==> src/rtl/pe_pkg.sv <==
// Shared types and default geometry for the RAVEN iterative processing element.
package pe_pkg;

  typedef enum logic [1:0] {
    MODE_GEMM = 2'b00,
    MODE_DIV  = 2'b01,
    MODE_EXP  = 2'b10,
    MODE_LOG  = 2'b11
  } pe_mode_e;

  typedef enum logic [1:0] {
    ST_IDLE = 2'd0,
    ST_ITER = 2'd1,
    ST_DONE = 2'd2
  } pe_state_e;

  localparam int DEF_INT_BW = 5;
  localparam int DEF_FRA_BW = 3;
  localparam int DEF_MUL_BW = 16;
  localparam int DEF_ACC_BW = 32;
  localparam int DEF_ITER   = 8;

  function automatic int opd_bw(input int int_bw, input int fra_bw);
    return 1 + int_bw + fra_bw;
  endfunction

  // Operand encoding of 1.0 in Q(INT.FRA).
  function automatic int opd_one(input int fra_bw);
    return 1 << fra_bw;
  endfunction

endpackage

==> src/rtl/opd_clamp.sv <==
// Saturates an accumulator value (2*FRA fraction bits) to the signed Q(INT.FRA)
// operand range, dropping FRA fraction bits with floor rounding.
module opd_clamp
  import pe_pkg::*;
#(
  parameter int INT_BW = DEF_INT_BW,
  parameter int FRA_BW = DEF_FRA_BW,
  parameter int ACC_BW = DEF_ACC_BW
) (
  input  logic signed [ACC_BW-1:0]          acc_i,
  output logic signed [INT_BW+FRA_BW:0]     opd_o
);

  localparam int OPD_BW = INT_BW + FRA_BW + 1;
  localparam int HI_BIT = INT_BW + 2 * FRA_BW;

  localparam logic signed [ACC_BW-1:0] POS_LIM = ACC_BW'((64'sd1 <<< HI_BIT) - 64'sd1);
  localparam logic signed [ACC_BW-1:0] NEG_LIM = ACC_BW'(-(64'sd1 <<< HI_BIT));

  localparam logic signed [OPD_BW-1:0] OPD_MAX = {1'b0, {(OPD_BW-1){1'b1}}};
  localparam logic signed [OPD_BW-1:0] OPD_MIN = {1'b1, {(OPD_BW-1){1'b0}}};

  always_comb begin
    opd_o = acc_i[HI_BIT:FRA_BW];
    if (acc_i > POS_LIM) begin
      opd_o = OPD_MAX;
    end else if (acc_i < NEG_LIM) begin
      opd_o = OPD_MIN;
    end
  end

endmodule

==> src/rtl/pe_r_iter.sv <==
// RAVEN processing element: systolic GEMM MAC cell plus Horner-rule unary mode.
// Define PE_ACC_SAT_EN to make accumulator additions saturate instead of wrap.
module pe_r_iter
  import pe_pkg::*;
#(
  parameter int INT_BW = DEF_INT_BW,
  parameter int FRA_BW = DEF_FRA_BW,
  parameter int MUL_BW = DEF_MUL_BW,
  parameter int ACC_BW = DEF_ACC_BW,
  parameter int ITER   = DEF_ITER
) (
  input  logic              clk,
  input  logic              rst,
  input  logic [1:0]        gemm_uno,
  input  logic              start,
  input  logic              coef_valid,
  input  logic [MUL_BW-1:0] x_i,
  input  logic [MUL_BW-1:0] wc_i,
  input  logic [ACC_BW-1:0] o_i,
  output logic [MUL_BW-1:0] wc_o,
  output logic [ACC_BW-1:0] o_o,
  output logic              busy,
  output logic              done
);

  localparam int OPD_BW = opd_bw(INT_BW, FRA_BW);
  localparam int PRD_BW = 2 * OPD_BW;
  localparam int CNT_BW = $clog2(ITER) + 1;
  localparam int VW_BW  = OPD_BW + 2;

  localparam logic [CNT_BW-1:0]       CNT_LAST = CNT_BW'(ITER - 1);
  localparam logic signed [VW_BW-1:0] ONE_W    = VW_BW'(opd_one(FRA_BW));

  function automatic logic signed [ACC_BW-1:0] acc_add(
    input logic signed [ACC_BW-1:0] a,
    input logic signed [ACC_BW-1:0] b
  );
    logic signed [ACC_BW-1:0] s;
    s = a + b;
`ifdef PE_ACC_SAT_EN
    if ((a[ACC_BW-1] == b[ACC_BW-1]) && (s[ACC_BW-1] != a[ACC_BW-1])) begin
      s = a[ACC_BW-1] ? {1'b1, {(ACC_BW-1){1'b0}}} : {1'b0, {(ACC_BW-1){1'b1}}};
    end
`endif
    return s;
  endfunction

  function automatic logic signed [ACC_BW-1:0] prod_ext(input logic signed [PRD_BW-1:0] p);
    return {{(ACC_BW-PRD_BW){p[PRD_BW-1]}}, p};
  endfunction

  pe_state_e state_q, state_d;
  logic [MUL_BW-1:0]        wreg_q, wreg_d;
  logic signed [OPD_BW-1:0] ireg_q, ireg_d;
  logic signed [OPD_BW-1:0] vreg_q, vreg_d;
  logic signed [ACC_BW-1:0] oreg_q, oreg_d;
  logic [CNT_BW-1:0]        cnt_q, cnt_d;

  pe_mode_e mode;
  logic signed [OPD_BW-1:0] x_op, w_op, c_op, fb_op, v_sat;
  logic signed [PRD_BW-1:0] gemm_prod, iter_prod;
  logic signed [ACC_BW-1:0] gemm_sum, iter_sum, coef_ext, v_acc;
  logic signed [VW_BW-1:0]  x_w, v_raw;
  logic                     unused_x;

  assign mode     = pe_mode_e'(gemm_uno);
  assign x_op     = x_i[OPD_BW-1:0];
  assign w_op     = wreg_q[OPD_BW-1:0];
  assign c_op     = wc_i[OPD_BW-1:0];
  assign unused_x = ^x_i[MUL_BW-1:OPD_BW];

  // GEMM path: registered weight times registered activation plus north partial sum.
  assign gemm_prod = w_op * ireg_q;
  assign gemm_sum  = acc_add(prod_ext(gemm_prod), o_i);

  // Horner step: feedback is the accumulator re-quantised to an operand.
  opd_clamp #(
    .INT_BW (INT_BW),
    .FRA_BW (FRA_BW),
    .ACC_BW (ACC_BW)
  ) u_fb_clamp (
    .acc_i (oreg_q),
    .opd_o (fb_op)
  );

  assign iter_prod = fb_op * vreg_q;
  assign coef_ext  = {{(ACC_BW-OPD_BW-FRA_BW){c_op[OPD_BW-1]}}, c_op, {FRA_BW{1'b0}}};
  assign iter_sum  = acc_add(prod_ext(iter_prod), coef_ext);

  // Argument transform, computed two bits wider so 1.0 +/- x cannot wrap before saturation.
  always_comb begin
    x_w = {{2{x_op[OPD_BW-1]}}, x_op};
    unique case (mode)
      MODE_DIV: v_raw = ONE_W - x_w;
      MODE_LOG: v_raw = x_w - ONE_W;
      default:  v_raw = x_w;
    endcase
  end

  // Lift v to accumulator scale so the shared clamp slices it straight back.
  assign v_acc = {{(ACC_BW-VW_BW-FRA_BW){v_raw[VW_BW-1]}}, v_raw, {FRA_BW{1'b0}}};

  opd_clamp #(
    .INT_BW (INT_BW),
    .FRA_BW (FRA_BW),
    .ACC_BW (ACC_BW)
  ) u_v_clamp (
    .acc_i (v_acc),
    .opd_o (v_sat)
  );

  always_ff @(posedge clk or posedge rst) begin
    if (rst) begin
      state_q <= ST_IDLE;
      wreg_q  <= '0;
      ireg_q  <= '0;
      vreg_q  <= '0;
      oreg_q  <= '0;
      cnt_q   <= '0;
    end else begin
      state_q <= state_d;
      wreg_q  <= wreg_d;
      ireg_q  <= ireg_d;
      vreg_q  <= vreg_d;
      oreg_q  <= oreg_d;
      cnt_q   <= cnt_d;
    end
  end

  always_comb begin
    state_d = state_q;
    wreg_d  = wc_i;
    ireg_d  = ireg_q;
    vreg_d  = vreg_q;
    oreg_d  = oreg_q;
    cnt_d   = cnt_q;
    unique case (state_q)
      ST_IDLE: begin
        if (mode == MODE_GEMM) begin
          ireg_d = x_op;
          oreg_d = gemm_sum;
        end else if (start) begin
          state_d = ST_ITER;
          vreg_d  = v_sat;
          oreg_d  = '0;
          cnt_d   = '0;
        end
      end
      ST_ITER: begin
        if (coef_valid) begin
          oreg_d = iter_sum;
          cnt_d  = cnt_q + 1'b1;
          if (cnt_q == CNT_LAST) begin
            state_d = ST_DONE;
          end
        end
      end
      ST_DONE: state_d = ST_IDLE;
      default: state_d = ST_IDLE;
    endcase
  end

  assign wc_o = wreg_q;
  assign o_o  = oreg_q;
  assign busy = (state_q == ST_ITER);
  assign done = (state_q == ST_DONE);

endmodule

==> config.mk <==
export PLATFORM = sky130hd
export DESIGN_NAME = pe_r_iter
export DESIGN_NICKNAME = d
export VERILOG_FILES = /design/src/rtl/pe_pkg.sv /design/src/rtl/opd_clamp.sv /design/src/rtl/pe_r_iter.sv
export SDC_FILE = /design/constraint.sdc
export NUM_CORES = 1
export LEC_CHECK = 0
export BUFFER_PORTS_ARGS = -buffer_cell sky130_fd_sc_hd__buf_2
export CAP_MARGIN = 20
export CORE_UTILIZATION = 62
export DETAILED_ROUTE_END_ITERATION = 16
export GPL_ROUTABILITY_DRIVEN = 0
export GPL_TIMING_DRIVEN = 0
export HOLD_SLACK_MARGIN = 0.06
export PLACE_DENSITY = 0.94
export SYNTH_ARGS = -nofsm -noshare
export SYNTH_HDL_FRONTEND = slang
export SYNTH_SLANG_ARGS = --single-unit
==> constraint.sdc <==
create_clock -name clk -period 7.3 [get_ports clk]
set_input_delay 0.73 -clock clk [delete_from_list [all_inputs] [get_ports clk]]
set_output_delay 0.73 -clock clk [all_outputs]
set_load 0.01 [all_outputs]
==> flow_summary.json, run 1 <==
{
  "h-tree-depth": 3,
  "cts_tree": "yes",
  "ys_types": 61,
  "min_period_over_period": 0.983,
  "critPathLaunch": "o_o[14]",
  "reg2reg_to": "o_o[25]",
  "grt_pass1_wl_mm": 50.8,
  "final_nets": 1841,
  "relSlewSlack": 0.341,
  "final_area_um2": 13300,
  "grt_max_degree": 73,
  "hold_viol": 0,
  "cp.required_ns": 7.52,
  "critPathLaunchType": "flop",
  "die_x_um": 142,
  "portBuffers": 111,
  "drt_pre_antenna_iters": 5,
  "synth_top_area_share": 0.333,
  "track_usage": 0.324,
  "hold_path_class": "in2reg",
  "skew_ns": 0.00799,
  "worst_pin_slew_ns": 0.987,
  "hpwl_mm": 24.5,
  "rows": 50,
  "synthesis.area_um2": 12100,
  "wire_per_inst_um": 17.7,
  "grt_pass1_vias": 10865,
  "placed_cell_area_um2": 13000,
  "start_util": 0.639,
  "fmax_ghz": 0.139,
  "seq_area_um2": 1800,
  "cap_viol_max_count": 0,
  "synthCells": 1329,
  "min_period_ns": 7.18,
  "holdPathStages": 1,
  "io_pins": 120,
  "cp-end-kind": "flop",
  "drt_iter0_markers": 738,
  "fillers": 1309,
  "ys_ff_latch": 72,
  "holdWs_ns": 0.489,
  "cts.path.max_buffers": 2,
  "synthTopCellsByArea": "fa_1, dfrtp_1, ha_1",
  "avgSynthCellArea_um2": 9.08,
  "synth_ff_type": "dfrtp_1",
  "numCtsBuffers": 9,
  "final_layout_size_suffix_gt1_frac": 0.109,
  "async_flop_share": 1.00,
  "ys_seq_area_frac": 0.149,
  "r2r_slack_ns": 0.12,
  "synth.net_count": 1721,
  "worstPathArrival_ns": 7.40,
  "synth_top_cell_by_area": "fa_1",
  "reg2regPathDepth": 23,
  "clk-insertion-delay-late_ns": 0.34,
  "rr_startpoint": "o_o[14]",
  "final-setup-viol-count": 0,
  "fp.coreArea_um2": 18900,
  "crit_fanout": 10,
  "num_vias": 10182,
  "worst-setup-path-type": "reg2reg",
  "cts_hold_buf": 0,
  "finalWirelength_mm": 30.4,
  "clockRootBuffer": "clkbuf_16",
  "worstHoldStart": "wc_i[9]",
  "drc": 0,
  "via_per_inst": 5.93,
  "grt_overflow": 0,
  "worstHoldEndpoint": "wc_o[9]",
  "final_cells": 1717,
  "mostFrequentLayoutCell": "inv_1",
  "cts.sinks": 72,
  "cts.clk_slew.worst_paths_ns": 0.06,
  "mostFrequentLayoutCells": "inv_1, fa_1, nand2_1",
  "dpl.cell_count": 1700,
  "dieArea_um2": 20000,
  "antenna_found_initial": 0,
  "synth-edff-count": 0,
  "multi_input_area_um2": 9080,
  "final_antenna_net_count": 0,
  "syn2layout_area_growth_pct": 10.4,
  "ys_warn_count": 0,
  "fin_util": 0.705,
  "die_h_um": 142,
  "final_max_slew_viol_count": 0,
  "status": "completed"
}
kinds of logic (layout without fill, tap and decap cells):
| kind of cell | Yosys count | after routing | synth area share |
|---|---|---|---|
| XOR/XNOR | 49 | 49 | 0.0356 |
| AND/OR/NAND/NOR | 355 | 355 | 0.138 |
| flip-flops | 72 | 72 | 0.149 |
| other | 0 | 3 | 0 |
| multiplexers | 14 | 14 | 0.0125 |
| AO/OA/AOI/OAI | 196 | 196 | 0.106 |
| adder cells (fa/ha/maj) | 322 | 322 | 0.459 |
| buffers and inverters | 321 | 446 | 0.100 |
cells in the mapped netlist (all sizes together), types with 27 or more instances:
cell	n
nor2	69
xnor2	39
nand2	145
a21o	27
fa	201
clkbuf	37
ha	121
dfrtp	72
and2	53
a21oi	56
inv	273
o21ai	56
worst max-delay path, cell delays in order (launching register included):
cell,delay (ns)
dfrtp_1,0.44
or4_1,0.52
nor4_1,0.36
nor2_2,0.20
a21o_1,0.32
or2_2,0.34
fa_1,0.51
fa_1,0.54
inv_1,0.05
fa_1,0.51
fa_1,0.56
inv_1,0.06
fa_1,0.53
inv_1,0.04
ha_1,0.32
o21ai_0,0.13
nor3_1,0.09
nor2_1,0.23
a31oi_1,0.18
o41ai_2,0.27
mux2i_1,0.14
nor2_2,0.30
clkbuf_4,0.29
a21oi_1,0.09
flip-flops by register name (all words and copies together), names as in the netlist:
register and count:
o_o 32, wc_o 16, ireg_q 9, vreg_q 9, cnt_q 4, state_q 2
layout make-up:
class / count / share of cell area
diodes: 3 / 0.000563
plain buffers: 44 / 0.0131
clock buffers: 10 / 0.0179
clock inverters: 6 / 0.00695
inverters: 273 / 0.0771
multi-input cells: 936 / 0.681
flip-flops and latches: 72 / 0.135
well taps: 260 / 0.0244
repair buffers: 113 / 0.0436
metrics by stage:
stage	TNS (ns)	setup WS, ns
after CTS	0	0.00972
after detailed placement	-0.682	-0.0898
after global placement	0	0.0523
after floorplan	0	0.952
after global routing	-0.00506	-0.00506
final	0	0.125
routing by layer:
| metal | up-vias | routed length (µm) | track usage |
|---|---|---|---|
| li1 | 4434 | - | - |
| met1 | 4959 | 10800 | 0.385 |
| met2 | 631 | 14800 | 0.549 |
| met3 | 158 | 3070 | 0.0746 |
| met4 | 0 | 1670 | 0.177 |
| met5 | - | 0 | 0 |
what timing repair did:
action	CTS	global route
endpoints found under the hold margin	0	0
gates resized for setup	1	5
setup endpoints to repair	11	16
gates cloned	0	0
buffers inserted	0	1
pin swaps	0	1
worst max path at each step:
| stage | end | slack, ns |
|---|---|---|
| 2_1_floorplan | o_o[22] | 0.95 |
| 3_3_place_gp | o_o[22] | 0.05 |
| 3_5_place_dp | o_o[22] | -0.09 |
| 4_1_cts | o_o[21] | 0.01 |
| 5_1_grt | o_o[21] | -0.005 |
| 6_report | o_o[25] | 0.12 |
Power of run 1 is not shown: default switching activity piles up to over one toggle a cycle in this logic, so the estimate is an artifact.
==> inputs of run 2 (changes only) <==
==> constraint.sdc (replaced) <==
create_clock -name clk -period 7.46 [get_ports clk]
set_input_delay 0.746 -clock clk [delete_from_list [all_inputs] [get_ports clk]]
set_output_delay 0.746 -clock clk [all_outputs]
set_load 0.01 [all_outputs]
==> run 2 against run 1 <==
Highest routed layer unchanged. Global-route usage did not move. Register-to-register slack improved by 0.13 ns. Via count fell by 0.28%. Critical endpoint is now o_o[21]. Clock skew rose by 0.00065 ns. Die area did not move. Non-clock buffer count rose by 3.
==> flow_summary.json, run 2 (synthesis results as in run 1) <==
{
  "status": "completed",
  "worstPathArrival_ns": 7.42,
  "io_pins": 120,
  "rr_startpoint": "o_o[13]",
  "syn2layout_area_growth_pct": 10.4,
  "fmax_ghz": 0.139,
  "cap_viol_max_count": 0,
  "cts.clk_slew.worst_paths_ns": 0.06,
  "drt_pre_antenna_iters": 8,
  "crit_fanout": 10,
  "rsz0062_at_grt": "no",
  "grt_pass1_wl_mm": 50.8,
  "relSlewSlack": 0.340,
  "critPathLaunch": "o_o[13]",
  "crit_top_cell": "fa_1",
  "fin_setup_tns_ns": 0,
  "cp-endpoint": "o_o[21]",
  "mostFrequentLayoutCells": "inv_1, fa_1, nand2_1",
  "antenna_found_initial": 0,
  "clockRootBuffer": "clkbuf_16",
  "holdWs_ns": 0.509,
  "final_antenna_net_count": 0,
  "met2_wirelength_mm": 14.9,
  "largest_reg_flops": 32,
  "start_util": 0.639,
  "final_cells": 1719,
  "wl_met3_mm": 3.16,
  "dieArea_um2": 20000,
  "r2r_slack_ns": 0.25,
  "crit_path_max_incr_delay_ns": 0.56,
  "topRoutingLayerUsed": "met4",
  "num_vias": 10153,
  "cp-end-kind": "flop",
  "final_nets": 1844,
  "hold_path_class": "in2reg",
  "reg2regPathDepth": 23,
  "grt_max_degree": 73,
  "rows": 50,
  "worst-setup-path-type": "reg2reg",
  "fp.coreArea_um2": 18900,
  "final_max_slew_viol_count": 0,
  "die_x_um": 142,
  "fillers": 1308,
  "final-setup-viol-count": 0,
  "worst_slack_ns": 0.250,
  "die_h_um": 142,
  "drc": 0,
  "wire_per_inst_um": 17.7,
  "mostFrequentLayoutCell": "inv_1",
  "dpl_worst_slack_ns": 0.0702,
  "reg2reg_to": "o_o[21]",
  "clk-insertion-delay-late_ns": 0.34,
  "drt_iter0_markers": 756,
  "path_depth": 23,
  "final_layout_size_suffix_gt1_frac": 0.108,
  "h-tree-depth": 3,
  "hpwl_mm": 24.5,
  "min_period_ns": 7.21,
  "grt_pass1_vias": 10865,
  "cts.sinks": 72,
  "critPathLaunchType": "flop",
  "crit_chain": "or4_1, nor4_1, nor2_1, a21o_1, or2_2, fa_1, fa_1, inv_1, fa_1, fa_1, inv_1, fa_1, inv_1, ha_1, o21ai_0, nor3_1, nor2_1, a31oi_1, o41ai_2, mux2i_1, nor2_2, buf_2, a21oi_1",
  "cp_num_buf_inv": 4,
  "finalWirelength_mm": 30.4,
  "min_period_over_period": 0.966,
  "cts.path.max_buffers": 2,
  "cts_hold_buf": 0,
  "worst_pin_slew_ns": 0.988,
  "track_usage": 0.324,
  "grt_overflow": 0,
  "crit_slowest_cell": "fa_1",
  "skew_ns": 0.00864,
  "hold_viol": 0,
  "met1_length_mm": 10.7,
  "numCtsBuffers": 9,
  "dpl.cell_count": 1700,
  "portBuffers": 111,
  "crit_family": "adder cells",
  "via_per_inst": 5.91,
  "cts_tree": "yes",
  "cp.required_ns": 7.67
}
[run 2: cell types whose count changed in the layout (fill, tap and decap cells not counted), sizes merged]
| cell | change |
|---|---|
| diode | -1 |
| buf | +1 |
| clkbuf | +2 |
[run 2: through the flow]
| stage | instance area (µm²) | util |
|---|---|---|
| after floorplan | 12100 | - |
| after global placement | 12900 | 0.685 |
| after detailed placement | 13000 | 0.685 |
| after CTS | 13300 | 0.704 |
| after global routing | 13300 | 0.705 |
| final | 13300 | 0.705 |
[run 2: repair_timing]
item | 4_1_cts | 5_1_grt
buffers inserted | 0 | 1
resized for setup | 1 | 3
endpoints found under the setup margin | 10 | 16
pin swaps | 0 | 1
[run 2: layout make-up]
class	instances	area, µm²	share of cell area
Clock buffer	10	239	0.0179
Inverter	273	1030	0.0771
Buffer	47	183	0.0137
Clock inverter	6	92.6	0.00695
Sequential cell	72	1800	0.135
Tap cell	260	325	0.0244
Multi-Input combinational cell	936	9070	0.681
Timing Repair Buffer	113	581	0.0436
Antenna cell	2	5.00	0.000376
[run 2: worst min path at each step]
stage	startpoint	end	depth (start not counted)
6_report	wc_i[12]	wc_o[12]	1
5_1_grt	wc_i[15]	wc_o[15]	1
4_1_cts	wc_i[12]	wc_o[12]	1
3_5_place_dp	o_o[0]	o_o[0]	2
3_3_place_gp	o_o[0]	o_o[0]	2
2_1_floorplan	cnt_q[0]	cnt_q[0]	1
[run 2: per-layer routing]
layer	track usage	vias up
met5	0	-
met4	0.177	0
met3	0.0746	155
met2	0.549	621
met1	0.385	4936
li1	-	4441
Power of run 2 is left out for the same reason.
